File: src/rtl/apb_timer.sv
// APB timer: prescaled down-counter with one-shot/periodic modes, sticky timeout
// flag, maskable level interrupt, programmable wait states and error response.
module apb_timer #(
    parameter int ADDR_WIDTH  = 32,
    parameter int DATA_WIDTH  = 32,
    parameter int CNT_WIDTH   = 16,
    parameter int WAIT_STATES = 0
) (
    input  logic                  HCLK,
    input  logic                  HRESETn,
    input  logic                  PSEL,
    input  logic                  PENABLE,
    input  logic [ADDR_WIDTH-1:0] PADDR,
    input  logic                  PWRITE,
    input  logic [DATA_WIDTH-1:0] PWDATA,
    output logic [DATA_WIDTH-1:0] PRDATA,
    output logic                  PREADY,
    output logic                  PSLVERR,
    output logic                  IRQ
);

    localparam logic [1:0] ST_IDLE   = 2'd0;
    localparam logic [1:0] ST_SETUP  = 2'd1;
    localparam logic [1:0] ST_ACCESS = 2'd2;
    localparam logic [1:0] WS        = WAIT_STATES[1:0];

    logic [1:0]           state_q, state_d, cur_st;
    logic [1:0]           wait_q, wait_d;
    logic                 en_q, en_d, per_q, per_d, ie_q, ie_d;
    logic [7:0]           presc_q, presc_d, pcnt_q, pcnt_d;
    logic [CNT_WIDTH-1:0] load_q, load_d, value_q, value_d;
    logic                 tif_q, tif_d, irq_q;
    logic                 commit, err_c, wr_ok, ctrl_wr, load_wr, stat_wr;
    logic                 tick, tick_eff;
    logic [DATA_WIDTH-1:0] rdata_c;
    logic                 unused_ok;

    assign unused_ok = ^{PADDR[ADDR_WIDTH-1:4], PWDATA};

    // Bus phase of the current cycle: a setup is recognised from the inputs, an
    // access only counts when it follows a setup or an unfinished access.
    always_comb begin
        cur_st = ST_IDLE;
        if (PSEL && !PENABLE) begin
            cur_st = ST_SETUP;
        end else if (PSEL && PENABLE && (state_q == ST_SETUP || state_q == ST_ACCESS)) begin
            cur_st = ST_ACCESS;
        end
    end

    always_comb begin
        case (cur_st)
            ST_ACCESS: PREADY = (wait_q == WS);
            ST_SETUP:  PREADY = 1'b0;
            default:   PREADY = (WAIT_STATES == 0);
        endcase
    end

    assign commit  = (cur_st == ST_ACCESS) && PREADY;
    assign state_d = commit ? ST_IDLE : cur_st;
    assign wait_d  = (cur_st == ST_ACCESS && !PREADY) ? wait_q + 2'd1 : 2'd0;

    assign err_c   = (PADDR[1:0] != 2'b00) || (PWRITE && PADDR[3:2] == 2'b10);
    assign PSLVERR = commit && err_c;
    assign wr_ok   = commit && PWRITE && !err_c;
    assign ctrl_wr = wr_ok && (PADDR[3:2] == 2'b00);
    assign load_wr = wr_ok && (PADDR[3:2] == 2'b01);
    assign stat_wr = wr_ok && (PADDR[3:2] == 2'b11);

    always_comb begin
        rdata_c = '0;
        case (PADDR[3:2])
            2'b00:   rdata_c[15:0] = {presc_q, 5'b0, ie_q, per_q, en_q};
            2'b01:   rdata_c[CNT_WIDTH-1:0] = load_q;
            2'b10:   rdata_c[CNT_WIDTH-1:0] = value_q;
            default: rdata_c[0] = tif_q;
        endcase
    end

    assign PRDATA = (PSEL && PENABLE && !err_c) ? rdata_c : '0;

    // A LOAD write in the same cycle as a tick wins and discards the tick.
    assign tick     = en_q && (pcnt_q >= presc_q);
    assign tick_eff = tick && !load_wr;

    always_comb begin
        en_d    = en_q;
        per_d   = per_q;
        ie_d    = ie_q;
        presc_d = presc_q;
        load_d  = load_q;
        value_d = value_q;
        tif_d   = tif_q;
        pcnt_d  = pcnt_q;
        if (en_q) begin
            pcnt_d = tick ? 8'd0 : pcnt_q + 8'd1;
        end
        if (stat_wr && PWDATA[0]) begin
            tif_d = 1'b0;
        end
        if (tick_eff) begin
            if (value_q != '0) begin
                value_d = value_q - CNT_WIDTH'(1);
            end else begin
                tif_d = 1'b1;
                if (per_q) begin
                    value_d = load_q;
                end else begin
                    en_d = 1'b0;
                end
            end
        end
        if (ctrl_wr) begin
            en_d    = PWDATA[0];
            per_d   = PWDATA[1];
            ie_d    = PWDATA[2];
            presc_d = PWDATA[15:8];
            if (!en_q && PWDATA[0]) begin
                pcnt_d = 8'd0;
            end
        end
        if (load_wr) begin
            load_d  = PWDATA[CNT_WIDTH-1:0];
            value_d = PWDATA[CNT_WIDTH-1:0];
            pcnt_d  = 8'd0;
        end
    end

    always_ff @(posedge HCLK or negedge HRESETn) begin
        if (!HRESETn) begin
            state_q <= ST_IDLE;
            wait_q  <= 2'd0;
            en_q    <= 1'b0;
            per_q   <= 1'b0;
            ie_q    <= 1'b0;
            presc_q <= 8'd0;
            pcnt_q  <= 8'd0;
            load_q  <= '0;
            value_q <= '0;
            tif_q   <= 1'b0;
            irq_q   <= 1'b0;
        end else begin
            state_q <= state_d;
            wait_q  <= wait_d;
            en_q    <= en_d;
            per_q   <= per_d;
            ie_q    <= ie_d;
            presc_q <= presc_d;
            pcnt_q  <= pcnt_d;
            load_q  <= load_d;
            value_q <= value_d;
            tif_q   <= tif_d;
            irq_q   <= tif_q & ie_q;
        end
    end

    assign IRQ = irq_q;

endmodule

File: config.mk
export PLATFORM = sky130hd
export DESIGN_NAME = apb_timer
export DESIGN_NICKNAME = d
export VERILOG_FILES = /design/src/rtl/apb_timer.sv
export SDC_FILE = /design/constraint.sdc
export NUM_CORES = 1
export LEC_CHECK = 0
export ABC_AREA = 1
export BUFFER_PORTS_ARGS = -buffer_cell sky130_fd_sc_hd__buf_2
export CAP_MARGIN = 25
export CORE_UTILIZATION = 35
export CTS_BUF_LIST = sky130_fd_sc_hd__clkbuf_8
export CTS_CLUSTER_SIZE = 10
export DETAILED_ROUTE_END_ITERATION = 10
export PLACE_DENSITY = 0.65
export SYNTH_ARGS = -nofsm -noshare
export SYNTH_HDL_FRONTEND = slang
export SYNTH_SLANG_ARGS = --single-unit
File: constraint.sdc
create_clock -name HCLK -period 1.8 [get_ports HCLK]
set_input_delay 0.18 -clock HCLK [delete_from_list [all_inputs] [get_ports HCLK]]
set_output_delay 0.18 -clock HCLK [all_outputs]
set_load 0.005 [all_outputs]
==> metrics.txt <==
outcome=finished, violations left; failing checks=negative setup slack; HP Class=in2reg; final design utilization=0.461; predominant post-synthesis flop cell=dfrtp_1; later-pin clock latency in the skew report=between 300 and 400 ps; max cap viols=0; pin count of the biggest net entering global routing=58; slowest stage cell, crit path=dfrtp_1; post-route non-filler standard cell count=approximately 770; CP Buf/Inv Count=2; FMAX=roughly 540 MHz; most frequent CP cell=nand3_4; routed vias/inst=between 4 and 5; Max VDD drop=around 0.46 mV; min Tclk post-route=1850 ps; Mean Syn Cell Area=between 6 and 7 µm²; cell area after synthesis=3810 µm²; Final Wtd Congestion=approximately 0.92; Clock Skews=6.60 ps; pwr dens=slightly above 800 nW/µm²; TritonCTS Buffers=9; LEAKAGE=about 2.6 nW; Filler cells=around 1,100; Initial Utilization=0.366; DRC=0; GR Util All Layers=0.186; Final nets=~710; Pint=between 2 and 3 mW; Tcrit/Tclk final=1.03; Core ar.=~10,000 µm²; maximum fanout along the worst path=8; post-layout worst setup margin=-53.4 ps; Antenna Nets Post-Route=0; max incr delay on CP=430 ps; wirelength, routed=a little over 10,000 µm; post-synthesis sequential area ratio=0.375; clk root buf=clkbuf_8; DP Wirelength=7280 µm; row count=37; vias in the first global route=~3,500; worst path required time=about 2100 ps; die width=~110 µm; Wirelength per Cell=between 10 and 15 µm; Iteration-0 DRC Markers=around 200; post-synthesis sequential element count=57; switch share=0.344; Pre-Repair DR Iteration Count=4; global-route wire length before repair=~16,000 µm; Setup crit end kind=register; clock-pin slew on the worst setup and hold paths=approximately 70 ps; Place WS=-52.3 ps; Gate power share=0.316; share of cells above drive strength 1=0.243; critical path's top delay family=simple AND/OR/NAND/NOR gates; Crit path arrival time=around 2100 ps; Startpoint Class=register; final setup vio count=16; Post-Place Cells=roughly 740; RSZ-0062 raised after global routing=true; Slew Viols, Final=0; CTS tree=yes; # IOs=104; Switching Power=approximately 1.4 mW; initial antenna violation count=0; maximum root-to-sink buffer count=2; ANT cells=0; Mapped Cells=between 500 and 600; Clk network pwr share=0.324; die span in y=between 100 and 150 µm; Post-synth ARST share=1.00; GR Overflow Total=0; die area=about 11,000 µm²; Post-synth EDFFs=0; critical path type=reg2reg; I/O Buffers=43; number of H-tree levels=3; commonest cells after routing, fill and taps aside=nand2_1, inv_1, dfrtp_1; final hold violations=0; area delta synth->final=26.0%; Netlist cell types=34; clk sinks=57; synth warn=0; Via Count=3,773; CP Cell Sequence=ha_4, nand2_4, nor2_4, buf_4, nand2_2, nand3_4, nand3_4, buf_12, nand3_1, nand2_1; Seq pwr share=0.359; most common cell after layout, fill and taps aside=nand2_1
## timing repair
| action | 4_1_cts | 5_1_grt |
|---|---|---|
| setup endpoints to repair | 20 | 26 |
| cloned | 0 | 2 |
| resized for setup | 3 | 45 |
| pin swaps | 1 | 26 |
| endpoints found under the hold margin | 57 | 0 |
| setup buffers | 0 | 13 |
| hold buffers | 1 | 0 |
## synth_stat cells (all sizes together), types with 4 or more instances
master / n / area share
ha: 12 / 0.039
xnor2: 4 / 0.0092
dfrtp: 57 / 0.37
nor2: 62 / 0.070
nand4: 5 / 0.0082
o22ai: 10 / 0.016
o21ai: 35 / 0.046
nand2: 179 / 0.18
nand3: 50 / 0.073
inv: 71 / 0.070
a21oi: 17 / 0.022
xor2: 5 / 0.011
buf: 31 / 0.055
## sequential cells by signal (all words and copies together) (netlist names), 2 cells and up
signal and cells:
state_q 2, load_q 16, value_q 16, wait_q 2, presc_q 8, pcnt_q 8
## cells by family after synthesis
family | after synthesis | share of synthesized area
and+or+nand+nor | 303 | 0.344
buffers and inverters | 104 | 0.127
AOI/OAI and AO/OA | 65 | 0.0910
DFF | 57 | 0.375
adders and majority gates | 12 | 0.0394
xor gates and xnor gates | 9 | 0.0207
other | 1 | 0.000985
muxes | 1 | 0.00263
## layout make-up
cell class	count	area, µm²	area share
Timing Repair Buffer	81	544	0.113
Inverter	71	267	0.0556
Multi-Input combinational cell	408	2180	0.455
Clock inverter	4	42.5	0.00887
Clock buffer	12	165	0.0344
Tap cell	136	170	0.0355
Sequential cell	57	1430	0.297
## path summary, 6_finish.rpt
kind                            cells after the start  startpoint  slack [ps]     endpoint
worst min-delay path                                2     PENABLE          20   state_q[0]
min in group asynchronous                           3     HRESETn         360    pcnt_q[4]
worst max-delay path                               10   pcnt_q[5]         -50  value_q[11]
max in group asynchronous                           3     HRESETn        1170    load_q[5]
worst min register to register                      1   wait_q[0]         420    wait_q[0]
worst max register to register                     10   pcnt_q[5]         -50  value_q[11]
## metal layers
metal	track usage	routed length [µm]	vias up
li1	-	-	1863
met1	0.230	4630	1775
met2	0.316	5020	113
met3	0.0319	415	22
met4	0.0853	271	0
met5	0	0	-
## per-stage QoR
step | setup TNS, ps | cell area (µm²) | total power [mW] | hold slack [ps]
6_report | -605 | 4800 | 3.97 | 19.5
5_1_grt | -1880 | 4800 | 4.22 | 21.9
4_1_cts | 0 | 4480 | 3.82 | 8.35
3_5_place_dp | -565 | 4250 | 2.54 | 212
3_3_place_gp | -74.5 | 4250 | 2.51 | 212
2_1_floorplan | 0 | 3860 | 2.23 | -116
## power by group through the flow
stage / Clock [mW] / Combinational (mW) / Sequential [mW]
floorplan: 0 / 0.799 / 1.43
global placement: 0 / 1.07 / 1.44
detailed placement: 0 / 1.09 / 1.44
CTS: 1.30 / 1.10 / 1.42
global route: 1.36 / 1.42 / 1.44
finish: 1.29 / 1.26 / 1.43
No activity file was read; power rests on OpenSTA's default activity.
